$ cat src/rtl/euclidean_distance_compare_if.sv
// Sample-pair stream into the nearest-template matcher and its distance/best-match results.
interface euclidean_distance_compare_if #(
  parameter int DATA_W = 16,
  parameter int WORD_W = 4,
  parameter int ACC_W  = 64
);
  logic [DATA_W-1:0] idata_0;
  logic [DATA_W-1:0] idata_1;
  logic [WORD_W-1:0] iword;
  logic              ivalid;
  logic              ovalid;
  logic [WORD_W-1:0] oword;
  logic [ACC_W-1:0]  odata;
  logic [WORD_W-1:0] obest_word;
  logic [ACC_W-1:0]  obest_dist;

  modport master (
    output idata_0, idata_1, iword, ivalid,
    input  ovalid, oword, odata, obest_word, obest_dist
  );

  modport slave (
    input  idata_0, idata_1, iword, ivalid,
    output ovalid, oword, odata, obest_word, obest_dist
  );
endinterface

$ cat src/rtl/euclidean_distance_compare.sv
// Running squared Euclidean distance (1 cycle) feeding a min-distance tracker (+1 cycle); no backpressure.
// EUCLID_ACC_SATURATE_EN: accumulator clamps at all-ones instead of wrapping.
module euclidean_distance_compare #(
  parameter int DATA_W = 16,
  parameter int WORD_W = 4,
  parameter int ACC_W  = 64
) (
  input logic iclk,
  input logic irstn,
  euclidean_distance_compare_if.slave bus
);
  localparam int SQ_W = 2 * DATA_W;

  logic [DATA_W-1:0] diff;
  logic [SQ_W-1:0]   sq;
  logic [ACC_W:0]    sum;
  logic [ACC_W-1:0]  acc_next;

  always_comb begin
    diff = (bus.idata_0 >= bus.idata_1) ? (bus.idata_0 - bus.idata_1)
                                        : (bus.idata_1 - bus.idata_0);
    sq   = SQ_W'(diff) * SQ_W'(diff);
    sum  = {1'b0, bus.odata} + (ACC_W+1)'(sq);
`ifdef EUCLID_ACC_SATURATE_EN
    acc_next = sum[ACC_W] ? '1 : sum[ACC_W-1:0];
`else
    acc_next = sum[ACC_W-1:0];
`endif
  end

  always_ff @(posedge iclk) begin
    if (!irstn) begin
      bus.odata      <= '0;
      bus.ovalid     <= 1'b0;
      bus.oword      <= '0;
      bus.obest_dist <= '1;
      bus.obest_word <= '0;
    end else begin
      if (bus.ivalid) begin
        bus.odata  <= acc_next;
        bus.oword  <= bus.iword;
        bus.ovalid <= 1'b1;
      end else begin
        bus.ovalid <= 1'b0;
      end
      // Strict compare so a tie leaves the earlier word in place.
      if (bus.ovalid && (bus.odata < bus.obest_dist)) begin
        bus.obest_dist <= bus.odata;
        bus.obest_word <= bus.oword;
      end
    end
  end
endmodule

$ cat src/flat_wrapper.sv
// flat-port wrapper written by rule: the top's interface ports become plain ports
module euclidean_distance_compare_flat 
#(
  parameter int DATA_W = 16,
  parameter int WORD_W = 4,
  parameter int ACC_W  = 64
)
  (iclk, irstn, bus_idata_0, bus_idata_1, bus_iword, bus_ivalid, bus_ovalid, bus_oword, bus_odata, bus_obest_word, bus_obest_dist);
  euclidean_distance_compare_if #(.DATA_W(DATA_W), .WORD_W(WORD_W), .ACC_W(ACC_W)) bus_i ();
  input logic iclk;
  input logic irstn;
  input wire logic [$bits(bus_i.idata_0)-1:0] bus_idata_0;
  input wire logic [$bits(bus_i.idata_1)-1:0] bus_idata_1;
  input wire logic [$bits(bus_i.iword)-1:0] bus_iword;
  input wire logic [$bits(bus_i.ivalid)-1:0] bus_ivalid;
  output wire logic [$bits(bus_i.ovalid)-1:0] bus_ovalid;
  output wire logic [$bits(bus_i.oword)-1:0] bus_oword;
  output wire logic [$bits(bus_i.odata)-1:0] bus_odata;
  output wire logic [$bits(bus_i.obest_word)-1:0] bus_obest_word;
  output wire logic [$bits(bus_i.obest_dist)-1:0] bus_obest_dist;
  assign bus_i.idata_0 = bus_idata_0;
  assign bus_i.idata_1 = bus_idata_1;
  assign bus_i.iword = bus_iword;
  assign bus_i.ivalid = bus_ivalid;
  assign bus_ovalid = bus_i.ovalid;
  assign bus_oword = bus_i.oword;
  assign bus_odata = bus_i.odata;
  assign bus_obest_word = bus_i.obest_word;
  assign bus_obest_dist = bus_i.obest_dist;
  euclidean_distance_compare #(.DATA_W(DATA_W), .WORD_W(WORD_W), .ACC_W(ACC_W)) u_core (.iclk(iclk), .irstn(irstn), .bus(bus_i));
endmodule
$ cat config.mk
export PLATFORM = sky130hd
export DESIGN_NAME = euclidean_distance_compare_flat
export DESIGN_NICKNAME = d
export VERILOG_FILES = /design/src/rtl/euclidean_distance_compare_if.sv /design/src/rtl/euclidean_distance_compare.sv /design/src/flat_wrapper.sv
export SDC_FILE = /design/constraint.sdc
export NUM_CORES = 1
export LEC_CHECK = 0
export CAP_MARGIN = 20
export CORE_UTILIZATION = 53
export DETAILED_ROUTE_END_ITERATION = 7
export GPL_TIMING_DRIVEN = 0
export PLACE_DENSITY = 0.74
export RECOVER_POWER = 25
export SLEW_MARGIN = 20
export SYNTH_ARGS = -nofsm -noshare
export SYNTH_HDL_FRONTEND = slang
export SYNTH_SLANG_ARGS = --single-unit
$ cat constraint.sdc
create_clock -name iclk -period 13.3 [get_ports iclk]
set_input_delay 3.325 -clock iclk [delete_from_list [all_inputs] [get_ports iclk]]
set_output_delay 3.325 -clock iclk [all_outputs]
set_load 0.02 [all_outputs]
==> flow_summary.ini <==
[cts]
clockBufferDepth = 2
root_buffer = clkbuf_16
tritoncts = yes
insertion_delay_ps = 440
h-tree-depth = 4
cts.sinks = 137
path_clk_slew_ps = 60
cts_buffers = 17
ctsHoldBuffers = 0

[sta]
min_period_ps = 12980
setup_violations = 0
fmax_mhz = 77.0
relSlewSlack_pct = 29.5
worstMarginPinSlew_ps = 1030
hold_violations = 0
period_share_pct = 97.6
rsz0062_at_grt = false
finalClockSkew_ps = 13.1
drv_slew = 0
setup_ws_ps = 319

[synthesis]
yosysWarnings = 0
synth_top_area_share_pct = 22.9
synth_nets = 2501
synth_compound_area_share_pct = 11.1
synth.area.mux_share_pct = 6.94
yosys.area_share.simple_pct = 15.4
syn_inst = 2063
yosysSeqAreaShare_pct = 15.8
synth_top_family_by_area = adder cells
synth-xor-area-share_pct = 2.26
ys.flop_type = dfxtp_1
synth_edf_count = 0
netlist.top_cell.by_area = fa_1
async_reset_ff_share_pct = 0
ys_ff_latch = 137
synthTopCellsByArea = fa_1, dfxtp_1, ha_1
syn_avg_cell_area_um2 = 8.39
synthAdderAreaFrac_pct = 37.4
netlist_area_um2 = 17300
ys_types = 78

[worst_setup_path]
crit_top_cell = inv_1
critPathMaxStageDelay_ps = 950
timing.critical_path.slowest_stage_cell = a2111oi_0
startpoint_type = input pin
cp-end-kind = flip-flop
arrival_ps = 13340
crit_fanout = 10
cp_data_required_time_ps = 13660
critPathKind = input pin to flip-flop

[cells_and_area]
stdcell_area_um2 = 20300
n_antenna_cell = 0
syn_to_final_growth_pct = 17.0
drive_above_1_share_pct = 4.45
multi_input_area_um2 = 12700
fillCellCount = 2772
finalNetCount = 2694
seqCellArea_um2 = 2740

[routing]
via_per_inst = 5.59
drt-initial-drc-count = 1050
routed_wl_um = 49100
drtPass1Iterations = 5
antenna_left = 0
drc = 0
vias = 15100
avgRoutedWirePerCell_um = 18.2

[floorplanning]
ioPinCount = 176
num_rows = 65
core_area_um2 = 31900
start_util_pct = 54.3
die_area_um2 = 33400
die_h_um = 183
chipWidth_um = 183

[global_routing]
antenna_found_initial = 0
grt_pass1_wl_um = 79000
grt_pass1_vias = 15300
overflow = 0
grt_usage_pct = 30.3
grt_max_degree = 17

[placement]
gp_congestion = 0.924
dp_hpwl_um = 40300
dpl_cell_area_um2 = 19600
dpl_worst_slack_ps = -302
io_buffers = 175

[job]
drv_cap = 0

[hold_path]
hold_path_class = flip-flop to flip-flop

[status]
status = completed
==> cell families after synthesis <==
logic type,count (synthesis)
AO/OA/AOI/OAI,291
multiplexers,117
adder cells (fa/ha/maj),399
buffers and inverters,501
AND/OR/NAND/NOR,575
XOR/XNOR,43
flip-flops,137
==> flip-flops by register name (all words and copies together) (netlist names) <==
name,count
u_core.bus.obest_word,4
u_core.bus.ovalid,1
u_core.bus.oword,4
u_core.bus.odata,64
u_core.bus.obest_dist,64
==> placed cells by master (no fill, tap or decap), types with 12 or more instances in the layout <==
cell and count:
clkbuf_16 17, o21ai_1 12, o21ai_0 43, mux2_1 20
clkdlybuf4s50_1 113, dfxtp_1 137, nand4_1 30, nor2_1 232
dlygate4sd3_1 62, xnor2_1 20, nor3_1 23, xor2_1 14
clkbuf_1 46, nand3_1 23, and3_1 21, a21o_1 49
nand2_1 146, a21oi_1 82, ha_1 201, mux2i_1 92
buf_2 21, o31ai_1 12, a211oi_1 15, inv_1 418
fa_1 198, nand2b_1 30
==> stage by stage <==
| step | hold WS (ps) | instances | util, % | setup TNS [ps] |
|---|---|---|---|---|
| 6_report | 461 | 2704 | 63.6 | 0 |
| 5_1_grt | 490 | 2704 | 63.6 | 0 |
| 4_1_cts | 466 | 2705 | 63.4 | 0 |
| 3_5_place_dp | 459 | 2673 | 61.5 | -5500 |
| 3_3_place_gp | 444 | 2673 | 61.5 | -5330 |
| 2_1_floorplan | 533 | 2063 | - | 0 |
==> critical path, delay by kind of cell <==
family / cells / cell delay, ps
fa+ha+maj: 8 / 3710
simple gates: 8 / 1870
compound gates: 6 / 2400
buf+inv: 10 / 1580
xor+xnor: 1 / 460
==> synthesized netlist by cell type (21+ instances only) <==
library cell and instances:
a21o_1 49, a21oi_1 82, and3_1 21, buf_2 21
clkbuf_1 49, dfxtp_1 137, fa_1 198, ha_1 201
inv_1 417, mux2i_1 93, nand2_1 146, nand2b_1 30
nand3_1 23, nand4_1 30, nor2_1 232, nor3_1 23
o21ai_0 43, xnor2_1 21
==> timing repair <==
item                       4_1_cts  5_1_grt
setup endpoints to repair        0       31
setup buffers                    0        0
resized for setup                0       18
==> per-layer routing <==
layer / vias up / global-route usage [%] / share of wire (%)
met2: 547 / 49.4 / 47
met3: 75 / 6.16 / 7.7
li1: 7040 / - / -
met4: 0 / 8.77 / 2.4
met5: - / 0 / 0
met1: 7441 / 40.7 / 43
==> layout make-up <==
class / instances / area share [%]
multi-input combinational: 1425 / 62.8
clock buffer: 19 / 2.14
inverter: 428 / 7.93
buffer: 72 / 1.53
sequential: 137 / 13.5
timing repair buffer: 175 / 8.64
tap: 435 / 2.69
clock inverter: 13 / 0.716
==> worst paths after layout <==
kind / slack [ps] / cells past startpoint / start / to
worst max register to register: 7680 / 18 / u_core.bus.odata[14]$_SDFFE_PN0P_ / u_core.bus.odata[57]$_SDFFE_PN0P_
worst max-delay path: 320 / 33 / bus_idata_1[8] / u_core.bus.odata[54]$_SDFFE_PN0P_
worst min-delay path: 460 / 2 / u_core.bus.obest_word[0]$_SDFFE_PN0P_ / u_core.bus.obest_word[0]$_SDFFE_PN0P_
worst min register to register: 460 / 2 / u_core.bus.obest_word[0]$_SDFFE_PN0P_ / u_core.bus.obest_word[0]$_SDFFE_PN0P_
Power is left out: the tool's default activity adds up to more than one toggle a clock period on the data nets, which glitch-free logic cannot reach.
